$ cat config.mk
export PLATFORM = sky130hd
export DESIGN_NAME = alu_div32
export DESIGN_NICKNAME = d
export VERILOG_FILES = /design/src/rtl/alu_div32.sv
export SDC_FILE = /design/constraint.sdc
export NUM_CORES = 1
export LEC_CHECK = 0
export CAP_MARGIN = 20
export CORE_MARGIN = 5
export CORE_UTILIZATION = 55
export DETAILED_ROUTE_END_ITERATION = 6
export PLACE_DENSITY = 0.79
export SETUP_SLACK_MARGIN = 0.4
export SLEW_MARGIN = 5
export SYNTH_ARGS = -nofsm -noshare
export SYNTH_HDL_FRONTEND = slang
export SYNTH_SLANG_ARGS = --single-unit
$ cat constraint.sdc
create_clock -name clk -period 18.2 [get_ports clk]
set_clock_uncertainty 0.05 [all_clocks]
set_input_delay 2.73 -clock clk [delete_from_list [all_inputs] [get_ports clk]]
set_output_delay 2.73 -clock clk [all_outputs]
set_load 0.05 [all_outputs]
$ cat src/rtl/alu_div32.sv
// Iterative restoring divider: one quotient bit per clock, signed or unsigned,
// with a start/busy/done handshake and registered quotient/remainder outputs.
module alu_div32 #(
  parameter int unsigned WIDTH = 32
) (
  input  logic             clk,
  input  logic             rst_n,
  input  logic             start,
  input  logic             signed_op,
  input  logic [WIDTH-1:0] dividend,
  input  logic [WIDTH-1:0] divisor,
  output logic             busy,
  output logic             done,
  output logic [WIDTH-1:0] quotient,
  output logic [WIDTH-1:0] remainder,
  output logic             div_by_zero
);

  typedef enum logic [1:0] {IDLE, RUN, FIX, DONE} state_t;

  localparam int unsigned     CW   = (WIDTH > 1) ? $clog2(WIDTH) : 1;
  localparam logic [CW-1:0]   LAST = CW'(WIDTH - 1);

  state_t           state;
  logic [CW-1:0]    cnt;
  logic [WIDTH:0]   rem;
  logic [WIDTH-1:0] q;
  logic [WIDTH-1:0] dvs;
  logic             neg_q;
  logic             neg_r;
  logic             dz;

  logic             dvd_neg;
  logic             dvs_neg;
  logic [WIDTH-1:0] dvd_mag;
  logic [WIDTH-1:0] dvs_mag;

  logic [WIDTH:0]   trial_a;
  logic [WIDTH:0]   trial_nb;
  logic [WIDTH:0]   g;
  logic [WIDTH:0]   p;
  logic [WIDTH+1:0] c;
  logic [WIDTH:0]   diff;
  logic             co;

  always_comb begin
    dvd_neg = signed_op & dividend[WIDTH-1];
    dvs_neg = signed_op & divisor[WIDTH-1];
    dvd_mag = dvd_neg ? (~dividend + 1'b1) : dividend;
    dvs_mag = dvs_neg ? (~divisor + 1'b1) : divisor;
  end

  // Trial subtract a - b = a + ~b + 1 on the adder's generate/propagate chain;
  // carry-out set means the shifted remainder is >= the divisor.
  always_comb begin
    trial_a  = {rem[WIDTH-1:0], q[WIDTH-1]};
    trial_nb = ~{1'b0, dvs};
    g        = trial_a & trial_nb;
    p        = trial_a ^ trial_nb;
    c        = '0;
    c[0]     = 1'b1;
    diff     = '0;
    for (int unsigned i = 0; i <= WIDTH; i++) begin
      diff[i]  = p[i] ^ c[i];
      c[i + 1] = g[i] | (p[i] & c[i]);
    end
    co = c[WIDTH + 1];
  end

  always_ff @(posedge clk or negedge rst_n) begin
    if (!rst_n) begin
      state       <= IDLE;
      cnt         <= '0;
      rem         <= '0;
      q           <= '0;
      dvs         <= '0;
      neg_q       <= 1'b0;
      neg_r       <= 1'b0;
      dz          <= 1'b0;
      busy        <= 1'b0;
      done        <= 1'b0;
      quotient    <= '0;
      remainder   <= '0;
      div_by_zero <= 1'b0;
    end else begin
      case (state)
        IDLE: begin
          done <= 1'b0;
          if (start) begin
            neg_q <= dvd_neg ^ dvs_neg;
            neg_r <= dvd_neg;
            dvs   <= dvs_mag;
            rem   <= '0;
            cnt   <= '0;
            busy  <= 1'b1;
            if (divisor == '0) begin
              // Keep the raw dividend so it can be returned as the remainder.
              dz    <= 1'b1;
              q     <= dividend;
              state <= FIX;
            end else begin
              dz    <= 1'b0;
              q     <= dvd_mag;
              state <= RUN;
            end
          end
        end
        RUN: begin
          rem <= co ? diff : trial_a;
          q   <= {q[WIDTH-2:0], co};
          cnt <= cnt + 1'b1;
          if (cnt == LAST) state <= FIX;
        end
        FIX: begin
          div_by_zero <= dz;
          if (dz) begin
            quotient  <= '1;
            remainder <= q;
          end else begin
            quotient  <= neg_q ? (~q + 1'b1) : q;
            remainder <= neg_r ? (~rem[WIDTH-1:0] + 1'b1) : rem[WIDTH-1:0];
          end
          busy  <= 1'b0;
          done  <= 1'b1;
          state <= DONE;
        end
        DONE: begin
          done  <= 1'b0;
          state <= IDLE;
        end
        default: state <= IDLE;
      endcase
    end
  end

endmodule

=== Word level (Yosys, flattened, before mapping) ===
Cells that the tools add are included.
W data, S select, Z words.

* Divide/modulo/power cells: 0
* Equal/unequal tests: 6
* Multiply operators: 0
* Bitwise logic cells: 107
* Shifts and indexed selects: 0
* Add/sub/neg operators: 5
* Order comparisons: 0
* Muxes and demuxes: 22
* Reductions and logical operators: 10

{| class="wikitable"
|+ Operators by type and width
! operator !! number
|-
| $mux W32 || 10
|-
| $add A32 B1 Y32 const B || 4
|-
| $not A32 Y32 || 4
|-
| $pmux W32 S2 || 2
|-
| $and A1 B1 Y1 || 34
|-
| $and A33 B33 Y33 || 1
|-
| $not A32 Y33 || 1
|-
| $or A1 B1 Y1 || 33
|-
| $xor A33 B33 Y33 || 1
|-
| $logic_not A32 Y1 || 1
|-
| $xor A1 B1 Y1 || 32
|-
| $pmux W5 S2 || 1
|-
| $pmux W2 S4 || 1
|-
| $reduce_and A2 Y1 || 4
|-
| $mux W2 || 3
|-
| $reduce_bool A2 Y1 || 3
|-
| $add A5 B1 Y5 const B || 1
|-
| $eq A5 B5 Y1 const B || 1
|-
| $mux W5 || 1
|-
| $eq A2 B2 Y1 const B || 2
|-
| $ne A2 B2 Y1 const B || 2
|-
| $pmux W1 S2 || 2
|-
| $eq A2 B1 Y1 const B || 1
|-
| $logic_not A2 Y1 || 1
|-
| other kinds (3) || 4
|}

* Bits in read-only memories: 0
* Memory bits (writable): 0
* Latch bits: 0
* Output and inout port bits: 67
* Memories kept: 0
* Word-level logic and storage cells: 163
* Register bits: 173

=== Longest topological paths before layout ===
Gate-level depths: netlist of the first run.

* Depth in word-level cells: 69
* Gate-level depth with buffers: 43

=== Worst setup path after synthesis of the first run ===
Ideal clock, no wire load.

* Kind: flip-flop to flip-flop
* Start: reg q[31]
* End: reg rem[24]
* Setup slack: 4.753 ns
* Required time: 18.016 ns
* Buffers on the path: 2
* Data arrival time: 13.263 ns
* Library setup time: 0.134 ns
* Stages on the path, launching flop included: 43
* Cell sequence: dfrtp_1 -> inv_1 -> ha_1 -> inv_1 -> fa_1 -> inv_1 -> fa_1 -> inv_1 -> fa_1 -> fa_1 -> fa_1 -> fa_1 -> fa_1 -> fa_1 -> fa_1 -> fa_1 -> fa_1 -> fa_1 -> [... 7 more ...] -> fa_1 -> fa_1 -> fa_1 -> fa_1 -> fa_1 -> fa_1 -> fa_1 -> fa_1 -> fa_1 -> fa_1 -> fa_1 -> inv_1 -> fa_1 -> nor2b_1 -> clkbuf_1 -> clkbuf_1 -> mux2i_1 -> o21ai_0

* Word-level cells in the longest chain between the ends: 68
* Elaborated cells between the ends (all ways): 70
* Those cells by class: mux (2); bitwise (68)

{| class="wikitable"
|+ Ends and longest elaborated chain
! what !! line !! RTL
|-
| from (decl) || 27 || <nowiki>logic [WIDTH-1:0] q;</nowiki>
|-
| from (signal assigned) || 99 || <nowiki>q <= dividend;</nowiki>
|-
| from (signal assigned) || 103 || <nowiki>q <= dvd_mag;</nowiki>
|-
| from (signal assigned) || 110 || <nowiki>q <= {q[WIDTH-2:0], co};</nowiki>
|-
| $and A33 B33 Y33 / $xor A33 B33 Y33 (equally long branches) || 58, 59 ||
|-
| $or A1 B1 Y1 (*) || 65 || <nowiki>c[i + 1] = g[i] | (p[i] & c[i]);</nowiki>
|-
| $and A1 B1 Y1 (*) || 65 ||
|-
| $or A1 B1 Y1 (*) || 65 ||
|-
| $and A1 B1 Y1 (*) || 65 ||
|-
| $or A1 B1 Y1 (*) || 65 ||
|-
| $and A1 B1 Y1 (*) || 65 ||
|-
| $or A1 B1 Y1 (*) || 65 ||
|-
| [... 52 more ...] || - ||
|-
| $and A1 B1 Y1 || 65 ||
|-
| $or A1 B1 Y1 || 65 ||
|-
| $and A1 B1 Y1 || 65 ||
|-
| $or A1 B1 Y1 || 65 ||
|-
| $and A1 B1 Y1 || 65 ||
|-
| $or A1 B1 Y1 || 65 ||
|-
| $mux W32 (*) || 109 || <nowiki>rem <= co ? diff : trial_a;</nowiki>
|-
| $pmux W32 S2 (*) || 86 || <nowiki>case (state)</nowiki>
|-
| to (signal assigned) || 109 ||
|-
| to (decl) || 26 || <nowiki>logic [WIDTH:0] rem;</nowiki>
|}

Mark *: on every way between the ends. The rest lies on a longest branch, timed or not.
A chain may end at the register's enable or synchronous reset.

=== Worst setup path in the final report of the first run ===
* Start: reg q[31]
* End: reg rem[8]

* Word-level cells in the longest chain between the ends: 68
* Elaborated cells between the ends (all ways): 70
* Those cells by class: mux (2); bitwise (68)

{| class="wikitable"
|+ Ends and longest elaborated chain
! what !! line
|-
| $and A33 B33 Y33 / $xor A33 B33 Y33 (equally long branches) || 58, 59
|-
| $or A1 B1 Y1 (*) || 65
|-
| $and A1 B1 Y1 (*) || 65
|-
| $or A1 B1 Y1 (*) || 65
|-
| $and A1 B1 Y1 (*) || 65
|-
| $or A1 B1 Y1 (*) || 65
|-
| $and A1 B1 Y1 (*) || 65
|-
| $or A1 B1 Y1 (*) || 65
|-
| [... 52 more ...] || -
|-
| $and A1 B1 Y1 || 65
|-
| $or A1 B1 Y1 || 65
|-
| $and A1 B1 Y1 || 65
|-
| $or A1 B1 Y1 || 65
|-
| $and A1 B1 Y1 || 65
|-
| $or A1 B1 Y1 || 65
|-
| $mux W32 (*) || 109
|-
| $pmux W32 S2 (*) || 86
|}

Marks and branches as above.

==> reports/qor.txt, run 1 <==
DP Area: 12000 sq um
Slew @ Worst Pin: 1040 ps
Fraction of layout cells with a size suffix above 1: 5.52%
Syn_nets: 1274
Final TNS setup: 0 ps
Total chip power: 2.40 mW
Clk sinks: 173
Design Area, Final: 12700 sq um
Max-cap violations: 0
Violation count after the first detailed-routing iteration: 738
CTS tree: built
Slew Limit Fails: 0
Unrepaired setup endpoints after global routing: false
Core Area: 18800 sq um
Ys flop type: dfrtp_1
Synth Warn #: 0
Die ar.: 22100 sq um
Routed Antenna Nets: 0
Slowest stage delay, CP: 410 ps
DP Worst Slack: 4010 ps
Drt first pass iters: 5
Average cell area after synthesis: 9.08 sq um
Worst-path clk slew: 70 ps
Ant diodes: 0
Die H: 149 um
Yosys cell types: 56
DIE WIDTH: 149 um
Longest Clk Path Bufs: 2
Hold Crit Class: reg2reg
Vias: 9040
Row cnt: 50
# nets final: 1364
Fin Hold WS: 431 ps
Initial antenna violation count: 0
CTS HTree Levels: 4
CP startpoint kind: flop
CTS Root Buffer Type: clkbuf_16
Vias in the first global route: 8683
# hold bufs at CTS: 0
Final worst-path cycle share: 76.1%
DP HPWL: 20600 um
Global-route layer with the greatest usage: met2
Worst-path maximum fanout: 27
Post-CTS Setup Bufs: 0
F_max: 72.2 MHz
Post-Synthesis Cells: 1164
Post-route insts no fill: 1527
Crit end category: flop
Crit path kind: reg2reg
Drt drc: 0
Final core utilization: 67.2%
Slew margin rel.: 30.7%
Total placed cells including tap cells: 1491
Initial Util: 56.1%
Maximum vdd drop: 116 uV
Largest net degree at the start of global routing: 97
First-pass GRT wire length: 45700 um
Post-CTS sizing: 0
PnR worst setup slack: 4340 ps
Critical path's most frequent cell: fa_1
Met3 GRT Util: 5.33%
Detail-routed via count per cell: 5.92
Part of the Yosys area used for sequential elements: 41.0%
Number of synthesized flops with an enable pin: 0
Met1 usage: 36.9%
Met2 Use GR: 39.4%
Yosys reg bits: 173
Status: finished clean
Final min period: 13860 ps
Crit-path slowest cell: fa_1
Final setup vio count: 0
Final hold vios: 0
Total gr overflow: 0
Placer Congestion: 0.888
Tot GR Track Use: 25.9%
Req. time, crit path: 18410 ps
Data arrival, critical path: 14070 ps
Port bufs: 134
Asr flop ratio synth: 100%
Mapped Area: 10600 sq um
Routed wire length: 28200 um
Latest clock arrival within the worst-skew pair: 440 ps
I/O Pins: 135
Leakage power: 5.21 nW
Synth-to-layout area growth: 19.7%
PwrDens: 189 nW/um^2
CTS buffer count: 17
Drt wl/cell: 18.5 um
## where the power goes
group | total [mW] | switching (mW) | internal (mW)
Combinational | 1.29 | 0.800 | 0.495
Clock | 0.345 | 0.160 | 0.185
Sequential | 0.756 | 0.206 | 0.549
Total | 2.40 | 1.17 | 1.23
## cells in the mapped netlist (2+ instances only)
cell      instances  area [sq um]
o31ai_1          24           180
o211ai_1          3          22.5
inv_1            62           233
a22o_1            3          26.3
or3b_2            2          17.5
o21a_1            2          15.0
buf_2             4          20.0
nor2_1           86           323
a211oi_1          5          37.5
xnor2_1          63           552
nor2b_1           6          37.5
a22oi_1          21           158
ha_1             11           138
clkbuf_1         59           221
o21ai_1           3          15.0
dfrtp_1         173          4330
or4_1            13          97.6
o21ai_0         143           716
a21oi_1          56           280
or3_1            18           113
mux2_2            9           101
nand4b_1          3          26.3
nor3b_1           3          22.5
o41ai_1          11          96.3
nor3_1           41           205
nand3_1          13          65.1
o22ai_1          21           131
o41ai_2           2          32.5
xor2_1           58           508
fa_1             31           621
a31oi_1           5          31.3
buf_1             9          33.8
o221ai_1          5          43.8
mux2i_1          36           360
or2_2             4          25.0
nor4_1           17           106
nand2b_1          2          12.5
nand2_1         119           447
## worst paths after layout
path | startpoint | end | slack (ps) | cells after the start
setup / recovery | q[31] | rem[8] | 4340 | 41
hold / removal | dvs[30] | dvs[30] | 430 | 2
setup reg to reg | q[31] | rem[8] | 4340 | 41
hold reg to reg | dvs[30] | dvs[30] | 430 | 2
max in group asynchronous | rst_n | q[16] | 14630 | 3
min in group asynchronous | rst_n | dvs[17] | 2340 | 1
## kinds of logic (layout without fill, tap and decap cells)
kind of cell / count (synthesis) / in the layout / share of synthesized area (%)
fa+ha+maj: 42 / 42 / 7.17
xor+xnor: 121 / 121 / 10.0
compound gates: 310 / 310 / 17.5
buf+inv: 137 / 240 / 5.02
flops: 173 / 173 / 41.0
mux: 45 / 45 / 4.37
simple gates: 336 / 336 / 15.0
## sequential cells by signal (all words and copies together), names as in the netlist
register and flops:
dvs 32, state 2, busy 1, cnt 5, remainder 32, rem 32, dz 1, done 1
div_by_zero 1, neg_r 1, neg_q 1, quotient 32, q 32
## metal layers
layer | wire length (um) | part of all wire [%]
met1 | 12200 | 43
met2 | 13000 | 46
met3 | 2240 | 7.9
met4 | 760 | 2.7
met5 | 0 | 0
## worst max-delay path, delay by kind of cell, from the launching register on
kind,cells,cell delay (ps)
compound gates,1,100
simple gates,1,340
mux,1,200
buf+inv,6,690
flops,1,380
fa+ha+maj,32,11890
## cell usage in the layout (no fill, tap or decap), drive strengths merged, types with 41 or more instances in the layout
cell type / synthesis / final
a21oi: 56 / 56
clkdlybuf4s50: 0 / 133
dfrtp: 173 / 173
inv: 62 / 67
nand2: 119 / 119
nor2: 86 / 86
nor3: 41 / 41
o21ai: 147 / 147
xnor2: 63 / 63
xor2: 58 / 58
## area by class of cell
type	instances	area (sq um)
fill	1480	6180
multi-input combinational	854	5730
sequential	173	4330
timing repair buffer	145	1470
clock buffer	20	457
tap	260	325
inverter	63	236
clock inverter	12	103
No activity file was read; power rests on OpenSTA's default activity.
==> run 2: changes to the inputs <==
clock period = 14.4 ns   (was 18.2 ns; I/O delays follow)
==> reports/qor.txt, run 2 (synthesis gave the netlist of run 1 again) <==
Status: finished clean (unchanged)
Slew margin rel.: 25.8% (was 30.7%)
F_max: 73.5 MHz (was 72.2 MHz)
CTS tree: built (unchanged)
DP Worst Slack: 668 ps (was 4010 ps)
Total chip power: 3.08 mW (was 2.40 mW)
Post-route insts no fill: 1531 (was 1527)
Post-Route M1 WL: 12200 um (about the same)
Final min period: 13610 ps (was 13860 ps)
Core Area: 18800 sq um (unchanged)
I/O Pins: 135 (unchanged)
Drt first pass iters: 5 (unchanged)
Port bufs: 134 (unchanged)
Worst-path maximum fanout: 5 (was 27)
Routed wire length: 28800 um (was 28200 um)
Initial Util: 56.1% (unchanged)
Sw frac: 48.5% (was 48.7%)
CTS buffer count: 17 (unchanged)
Most frequent cells in the layout: dfrtp_1 (173), o21ai_0 (143), clkdlybuf4s50_1 (133) (unchanged)
Drt drc: 0 (unchanged)
NetSw: 1.49 mW (was 1.17 mW)
Req. time, crit path: 14600 ps (was 18410 ps)
CTS Root Buffer Type: clkbuf_16 (unchanged)
Detail-routed via count per cell: 5.94 (was 5.92)
Routed Antenna Nets: 0 (unchanged)
Fin Hold WS: 428 ps (was 431 ps)
Clock Power Share: 14.0% (was 14.4%)
Final worst-path cycle share: 94.5% (was 76.1%)
Data arrival, critical path: 13820 ps (was 14070 ps)
Leakage power: 5.25 nW (was 5.21 nW)
Combinational cell fraction of total power: 55.0% (was 54.0%)
First-pass GRT wire length: 45500 um (was 45700 um)
Initial antenna violation count: 0 (unchanged)
Slew @ Worst Pin: 1110 ps (was 1040 ps)
Final hold vios: 0 (unchanged)
Crit end category: flop (unchanged)
Vias in the first global route: 8548 (was 8683)
Pint: 1.59 mW (was 1.23 mW)
Flop pwr share: 31.0% (was 31.5%)
Synth-to-layout area growth: 20.4% (was 19.7%)
Commonest non-fill, non-tap cell in the layout: dfrtp_1 (unchanged)
Worst-path clk slew: 70 ps (about the same)
Max-cap violations: 0 (unchanged)
Violation count after the first detailed-routing iteration: 765 (was 738)
Total placed cells including tap cells: 1492 (was 1491)
Total gr overflow: 0 (unchanged)
Crit path kind: reg2reg (unchanged)
Row cnt: 50 (unchanged)
Die H: 149 um (unchanged)
DP HPWL: 20500 um (was 20600 um)
CP startpoint kind: flop (unchanged)
DIE WIDTH: 149 um (unchanged)
CTS HTree Levels: 4 (unchanged)
Clk sinks: 173 (unchanged)
Drt wl/cell: 18.8 um (was 18.5 um)
PwrDens: 242 nW/um^2 (was 189 nW/um^2)
Vias: 9099 (was 9040)
Met3 WL: 2370 um (was 2240 um)
Ant diodes: 0 (unchanged)
Maximum vdd drop: 160 uV (was 116 uV)
Final setup vio count: 0 (unchanged)
Tot GR Track Use: 25.9% (about the same)
Placer Congestion: 0.863 (was 0.888)
Die ar.: 22100 sq um (unchanged)
# nets final: 1368 (was 1364)
Unrepaired setup endpoints after global routing: false (unchanged)
Top layer used by detailed routing: met4 (unchanged)
Critical path's most frequent cell: fa_1 (unchanged)
Slew Limit Fails: 0 (unchanged)
Slowest stage delay, CP: 410 ps (about the same)
Fraction of layout cells with a size suffix above 1: 6.06% (was 5.52%)
Met2 wire length: 13400 um (was 13000 um)
PnR worst setup slack: 786 ps (was 4340 ps)
Crit-path slowest cell: fa_1 (unchanged)
Final TNS setup: 0 ps (unchanged)
Latest clock arrival within the worst-skew pair: 430 ps (was 440 ps)
Longest Clk Path Bufs: 2 (unchanged)
Hold Crit Class: reg2reg (unchanged)
# hold bufs at CTS: 0 (unchanged)
Largest net degree at the start of global routing: 103 (was 97)
run 2: cell types whose count changed in the layout (fill, tap and decap cells not counted), sizes merged:
cell,change
buf,+1
clkbuf,+1
inv,-2
clkinv,+3
clkinvlp,+1
run 2: layer usage:
metal	up-vias	track usage [%]
li1	4253	-
met1	4388	37.4
met5	-	0
met3	55	4.63
met4	0	8.96
met2	403	39.5
run 2: path summary, 6_finish.rpt:
kind	from	endpoint	slack (ps)	cells past startpoint
hold / removal	dvs[30]	dvs[30]	430	2
setup reg to reg	q[31]	rem[18]	790	42
min in group asynchronous	rst_n	dvs[8]	1800	1
max in group asynchronous	rst_n	remainder[25]	10990	2
hold reg to reg	dvs[30]	dvs[30]	430	2
setup / recovery	q[31]	rem[18]	790	42
run 2: through the flow:
step | utilization (%) | cell area, sq um
after floorplan | - | 10600
after global routing | 67.6 | 12700
after CTS | 66.8 | 12600
final | 67.6 | 12700
after detailed placement | 63.9 | 12000
after global placement | 63.9 | 12000
run 2: power groups by stage:
stage	logic, mW	registers (mW)	clock network [mW]
2_1_floorplan	0.925	1.13	0
3_3_place_gp	1.56	0.941	0
3_5_place_dp	1.60	0.951	0
4_1_cts	1.62	0.943	0.434
5_1_grt	1.85	0.979	0.457
6_report	1.69	0.954	0.431
run 2: layout make-up:
class                      count  area (sq um)
fill                        1495          6110
timing repair buffer         149          1540
clock buffer                  18           439
tap                          260           325
sequential                   173          4330
clock inverter                14           111
multi-input combinational    854          5740
inverter                      63           236
run 2: critical path, delay by kind of cell, from the launching register on:
kind	cells	cell delay (ps)
simple gates	1	180
buf+inv	7	600
fa+ha+maj	32	11860
compound gates	1	120
mux	1	210
flops	1	390
run 2: timing repair:
action                                  in CTS  in global routing
gates resized for setup                      0                  6
setup buffers                                0                  1
endpoints found under the setup margin       0                 32
==> run 3: changes to the inputs <==
RECOVER_POWER = 100   (was default)
==> reports/qor.txt, run 3 (synthesis gave the netlist of run 1 again) <==
Commonest non-fill, non-tap cell in the layout: dfrtp_1 (unchanged)
Final TNS setup: 0 ps (unchanged)
Ant diodes: 0 (unchanged)
Row cnt: 50 (unchanged)
Slew Limit Fails: 381 (was 0)
Vias: 9137 (was 9099)
Longest Clk Path Bufs: 2 (unchanged)
Maximum vdd drop: 156 uV (was 160 uV)
Tot GR Track Use: 25.9% (unchanged)
Drt first pass iters: 7 (was 5)
Core Area: 18800 sq um (unchanged)
Total gr overflow: 0 (unchanged)
CTS Root Buffer Type: clkbuf_16 (unchanged)
Hold Crit Class: reg2reg (unchanged)
Worst setup path end: rem[18] (unchanged)
Total chip power: 3.05 mW (was 3.08 mW)
Unrepaired setup endpoints after global routing: false (unchanged)
Violation count after the first detailed-routing iteration: 736 (was 765)
DP HPWL: 20500 um (unchanged)
Violated checks: capacitance limit, slew limit
Largest net degree at the start of global routing: 103 (unchanged)
Drt wl/cell: 18.8 um (about the same)
Slew margin rel.: -260% (was 25.8%)
Final hold vios: 0 (unchanged)
NetSw: 1.49 mW (about the same)
Initial antenna violation count: 0 (unchanged)
Clk sinks: 173 (unchanged)
Vias in the first global route: 8548 (unchanged)
Critical path's most frequent cell: fa_1 (unchanged)
Data arrival, critical path: 14000 ps (was 13820 ps)
Worst-path clk slew: 70 ps (about the same)
Drt drc: 0 (unchanged)
Status: complete, but fails checks (was finished clean)
CTS tree: built (unchanged)
Worst Hold Depth: 2 (unchanged)
Final min period: 13790 ps (was 13610 ps)
Sw frac: 48.8% (was 48.5%)
Pint: 1.56 mW (was 1.59 mW)
# hold bufs at CTS: 0 (unchanged)
Die H: 149 um (unchanged)
First-pass GRT wire length: 45500 um (unchanged)
Slew @ Worst Pin: 5400 ps (was 1110 ps)
Reg-to-reg startpoint: q[31] (unchanged)
Routed wire length: 28700 um (was 28800 um)
# nets final: 1368 (unchanged)
Port bufs: 134 (unchanged)
Req. time, crit path: 14610 ps (was 14600 ps)
R2R depth: 42 (unchanged)
CP startpoint kind: flop (unchanged)
Leakage power: 5.25 nW (about the same)
Fill count: 1510 (was 1495)
Final setup vio count: 0 (unchanged)
R2R Setup Slk: 610 ps (was 790 ps)
DIE WIDTH: 149 um (unchanged)
Final worst-path cycle share: 95.8% (was 94.5%)
Final core utilization: 67.2% (was 67.6%)
Fraction of layout cells with a size suffix above 1: 5.04% (was 6.06%)
Flop pwr share: 31.2% (was 31.0%)
Crit path kind: reg2reg (unchanged)
RR Endpoint: rem[18] (unchanged)
Crit path launch: q[31] (unchanged)
CTS buffer count: 17 (unchanged)
F_max: 72.5 MHz (was 73.5 MHz)
Placer Congestion: 0.863 (unchanged)
CTS HTree Levels: 4 (unchanged)
Latest clock arrival within the worst-skew pair: 430 ps (about the same)
Die ar.: 22100 sq um (unchanged)
Combinational cell fraction of total power: 54.7% (was 55.0%)
Synth-to-layout area growth: 19.8% (was 20.4%)
Worst-path maximum fanout: 5 (unchanged)
I/O Pins: 135 (unchanged)
Most frequent cells in the layout: dfrtp_1 (173), o21ai_0 (147), nand2_1 (118) (was dfrtp_1 (173), o21ai_0 (143), clkdlybuf4s50_1 (133))
Detail-routed via count per cell: 5.97 (was 5.94)
Area of the multi-input gates: 5700 sq um (was 5740 sq um)
Crit end category: flop (unchanged)
Max-cap violations: 6 (was 0)
PwrDens: 241 nW/um^2 (was 242 nW/um^2)
Crit-path slowest cell: fa_1 (unchanged)
Initial Util: 56.1% (unchanged)
Routed Antenna Nets: 0 (unchanged)
Clock Power Share: 14.2% (was 14.0%)
Register area: 4330 sq um (unchanged)
Slowest stage delay, CP: 410 ps (about the same)
[run 3: worst min-delay path by stage]
| stage | from | endpoint |
|---|---|---|
| 3_3_place_gp | dvs[3] | dvs[3] |
| 2_1_floorplan | dvs[10] | dvs[10] |
| 4_1_cts | dvs[30] | dvs[30] |
| 5_1_grt | dvs[30] | dvs[30] |
| 6_report | dvs[30] | dvs[30] |
| 3_5_place_dp | dvs[30] | dvs[30] |
[run 3: cell type report]
type / instances / area share (%)
sequential: 173 / 34.2
clock buffer: 18 / 3.47
tap: 260 / 2.57
clock inverter: 14 / 0.880
inverter: 63 / 1.87
multi-input combinational: 854 / 45.1
timing repair buffer: 149 / 12.0
[run 3: power groups by stage]
| stage | logic (mW) | registers, mW | clock network (mW) |
|---|---|---|---|
| 2_1_floorplan | 0.925 | 1.13 | 0 |
| 4_1_cts | 1.62 | 0.943 | 0.434 |
| 3_5_place_dp | 1.60 | 0.951 | 0 |
| 6_report | 1.67 | 0.949 | 0.431 |
| 3_3_place_gp | 1.56 | 0.941 | 0 |
| 5_1_grt | 1.82 | 0.976 | 0.457 |
[run 3: layer usage]
metal  track usage [%]  up-vias  part of all wire (%)
li1                  -     4268                     -
met1              37.4     4417                    43
met2              39.5      394                    47
met3              4.63       58                   7.4
met4              8.96        0                   2.6
met5                 0        -                     0
[run 3: stage by stage]
stage	cell area (sq um)	worst slack, ps	std cells	hold slack (ps)
6_report	12700	611	1531	429
5_1_grt	12700	202	1531	450
4_1_cts	12600	507	1524	435
3_5_place_dp	12000	668	1492	420
3_3_place_gp	12000	859	1492	413
2_1_floorplan	10600	953	1164	400
[run 3: critical path: cells and delay by family, from the launching register on]
family	cells	cell delay, ps
AND/OR/NAND/NOR	1	250
AO/OA/AOI/OAI	1	120
multiplexers	1	220
flip-flops	1	390
buffers and inverters	7	670
adder cells (fa/ha/maj)	32	11920
[run 3: timing repair]
| item | 4_1_cts | 5_1_grt |
|---|---|---|
| buffers inserted | 0 | 1 |
| gates resized for setup | 0 | 6 |
| hold endpoints to repair | 0 | 0 |
| endpoints found under the setup margin | 0 | 32 |
